**src/rtl/settle_timer.sv**
```systemverilog
// Down-counter that expires on the last cycle of a SETTLE-cycle hold window.
module settle_timer (
  input  logic       clk,
  input  logic       reset,
  input  logic       load,
  input  logic [3:0] SETTLE,
  output logic       expire
);

  logic [3:0] cnt_q, cnt_d;

  always_comb begin
    cnt_d = cnt_q;
    if (load) begin
      cnt_d = SETTLE - 4'd1;
    end else if (cnt_q != 4'd0) begin
      cnt_d = cnt_q - 4'd1;
    end
  end

  assign expire = (cnt_q == 4'd0);

  always_ff @(posedge clk) begin
    if (reset) begin
      cnt_q <= 4'd0;
    end else begin
      cnt_q <= cnt_d;
    end
  end

endmodule

```
**config.mk**
```make
export PLATFORM = sky130hd
export DESIGN_NAME = settle_timer
export DESIGN_NICKNAME = d
export VERILOG_FILES = /design/src/rtl/settle_timer.sv
export SDC_FILE = /design/constraint.sdc
export NUM_CORES = 1
export LEC_CHECK = 0
export ABC_AREA = 1
export CAP_MARGIN = 20
export CORE_AREA = 2 2 39 41
export CTS_BUF_LIST = sky130_fd_sc_hd__clkbuf_4
export DETAILED_ROUTE_END_ITERATION = 8
export DIE_AREA = 0 0 41 43
export HOLD_SLACK_MARGIN = 0.1
export SYNTH_ARGS = -nofsm -noshare
export SYNTH_HDL_FRONTEND = slang
export SYNTH_SLANG_ARGS = --single-unit
```
**constraint.sdc**
```tcl
create_clock -name clk -period 1.4 [get_ports clk]
set_clock_uncertainty 0.1 [all_clocks]
set_input_delay 0.21 -clock clk [delete_from_list [all_inputs] [get_ports clk]]
set_output_delay 0.21 -clock clk [all_outputs]
set_load 0.01 [all_outputs]
```
==> impl_results.md <==
- Setup crit end kind: flip-flop
- Seq/Total Area, Yosys: 0.308
- Most common cell in the netlist: nand2_1
- First-pass GRT wire length: 993 um
- # DRC: 0
- Status: complete, no violations
- Crit-path cells: clkdlybuf4s50_1 -> inv_1 -> nand2_1 -> nand2_2 -> ha_1 -> or2_0 -> a21oi_1
- MaxCap Viol Count: 0
- Initial core utilization: 0.188
- Global-route usage over all layers: 0.0903
- Die width: 41 um
- Final core utilization: 0.307
- PortBufs: 7
- Worst setup path startpoint: SETTLE[0]
- Largest net degree at the start of global routing: 6
- Ys Warns: 0
- Reg with most FFs: cnt_q
- Core Box Area: between 0.001 and 0.0015 mm^2
- Crit path launch type: primary input
- Fraction of the mapped netlist area in adder cells: 0.0481
- Cell Pwr Density: 970 mW/mm^2
- Worst setup margin: between 60 and 70 ps
- Max-slew violations: 0
- Initial detailed-routing violation count: 2
- Overall die height: around 43 um
- Post-route ant nets: 0
- Worst slew pin tran: 223 ps
- Clk buf depth: 2
- RSZ-0062 raised after global routing: no
- Synthesized cell area: approximately 260 um^2
- Critical Path AT: 1400 ps
- #FFs+latches synth: 4
- Fraction of layout cells with a size suffix above 1: 0.290
- Synthesized Nets: 53
- Sum of negative setup slack: 0 ps
- Sequential cell area: 81.3 um^2
- Area of the multi-input gates: ~150 um^2
- TritonCTS clock tree: built
- Mux cell area share after synthesis: 0
- R2r startpoint: cnt_q[1]
- TritonCTS Buffers: 3
- Total Routed Length: between 500 and 600 um
- Final Setup Violations: 0
- Hold Fails Final Rpt: 0
- FMAX: between 0.7 and 0.8 GHz
- Unique masters post-synth: 12
- Highest-delay cell along the critical path: clkdlybuf4s50_1
- CTS clock-pin slew for the worst setup and hold paths: ~40 ps
- Area grow syn2layout: 63.5%
- Later-pin clock latency in the skew report: approximately 230 ps
- CP Class: in2reg
- Worst hold path type: in2reg
- Top flop regs: cnt_q (4)
- Placer Congestion: about 0.7
- Cell count after synthesis: 45
- Grt total ovfl: 0
- CTS root buf: clkbuf_4
- Cell family with most CP delay: buffers and inverters
- Setup WS pre-CTS: -294 ps
- DRT Pass-1 Iters: 3
- WL per Instance: 7.33 um
- Synth area leader: dfxtp_1
- Layout fillers: roughly 160
- Post-Synth Simple-Gate Area: 0.462
- Async S/R FF share, synth: 0
- Vias in the first global route: about 300
- Top_reg_cell synth: dfxtp_1
- XOR/XNOR share of the synthesized area: 0
- Crit-path max cell delay: approximately 450 ps
- Total power: 413 uW
- Final net count: 72
- Die area: 0.00176 mm^2
- Hold wc startpoint: load
- Antenna violations before repair: 0
- Row count: 14
- Ant diodes: 0
- Post-synth EDFFs: 0
- Post-Place Cell Area: 403 um^2
- Post-synth top area share: 0.308
- Post-DP HPWL: between 400 and 500 um
- Peak VDD IR: 0.000350 V
- Main area contributors after synthesis: dfxtp_1 (31%), nand2_1 (25%), inv_1 (13%)
- Leak pwr: 0.000233 uW
- Largest family of logic cells by synthesized area: simple AND/OR/NAND/NOR gates
- Total vias in the final route: 306
- Finished Cell Area: ~430 um^2
- Final period util: 0.952
- Slew HR: 0.850
- CP max FO: 2
- Worst EP required: 1460 ps
- H-tree Lvls: 1
- Synth top cells by count: nand2_1 (17), inv_1 (9), dfxtp_1 (4), nor2_1 (4)
- I/O Pins: 8
- Hold-fix buffers, CTS: 0
- Compound-Gate Fraction of Synth Area: 0.0385
- Post-Syn Area per Cell: between 5 and 6 um^2
- Max FFs per register: 4
- Worst path buffer plus inverter count: 2
- Via/cell ratio: 3.92
- Min Tclk post-route: ~1300 ps
- CTS Sinks: 4
[placed cells by master (no fill, tap or decap)]
master	count
or2_0	1
clkbuf_4	3
dfxtp_1	3
clkbuf_2	1
nor2_1	4
a21oi_1	2
buf_4	7
nand2_1	15
inv_2	2
nand4_1	1
nor4_1	1
ha_1	1
clkdlybuf4s50_1	5
inv_1	8
dfxtp_2	1
nand2_2	4
dlygate4sd2_1	1
nand3_1	2
[worst min-delay path, delay by kind of cell]
family                 cells  cell delay [ps]
buffers and inverters      2              340
AND/OR/NAND/NOR            1              100
AO/OA/AOI/OAI              1               60
[through the flow]
| stage | hold slack (ps) | cells |
|---|---|---|
| after CTS | 404 | 78 |
| after global routing | 449 | 78 |
| final | 428 | 78 |
| after floorplan | 279 | 45 |
| after detailed placement | 452 | 75 |
| after global placement | 449 | 75 |
[worst paths after layout]
path / slack (ps) / cells past startpoint / to
worst max-delay path: 70 / 7 / cnt_q[2]
worst min-delay path: 430 / 4 / cnt_q[0]
worst max register to register: 90 / 7 / cnt_q[2]
worst min register to register: 480 / 3 / cnt_q[0]
[cell families after synthesis]
family	after synthesis
flip-flops	4
buffers and inverters	10
adder cells (fa/ha/maj)	1
AND/OR/NAND/NOR	28
AO/OA/AOI/OAI	2
[per-layer routing]
| metal | share of wire | up-vias | global-route usage |
|---|---|---|---|
| met4 | 0 | 0 | 0.0800 |
| met1 | 0.43 | 130 | 0.0737 |
| met3 | 0.056 | 0 | 0.0471 |
| met5 | 0 | - | 0 |
| li1 | - | 170 | - |
| met2 | 0.51 | 6 | 0.144 |
[power breakdown]
group | internal [uW] | switching [uW] | total, uW
Clock | 95.8 | 46.1 | 142
Sequential | 130 | 6.90 | 137
Combinational | 69.7 | 64.6 | 134
Total | 295 | 118 | 413
[cell type report]
type	instances	share of cell area
Inverter	10	0.0882
Multi-Input combinational cell	31	0.347
Sequential cell	4	0.191
Clock buffer	3	0.0529
Timing Repair Buffer	14	0.274
Tap cell	16	0.0471
[what timing repair did]
item,CTS,global route
buffers inserted,0,0
endpoints found under the hold margin,0,0
pin swaps,0,2
endpoints found under the setup margin,2,2
resized for setup,3,6
Power figures use the tool's default switching activity.
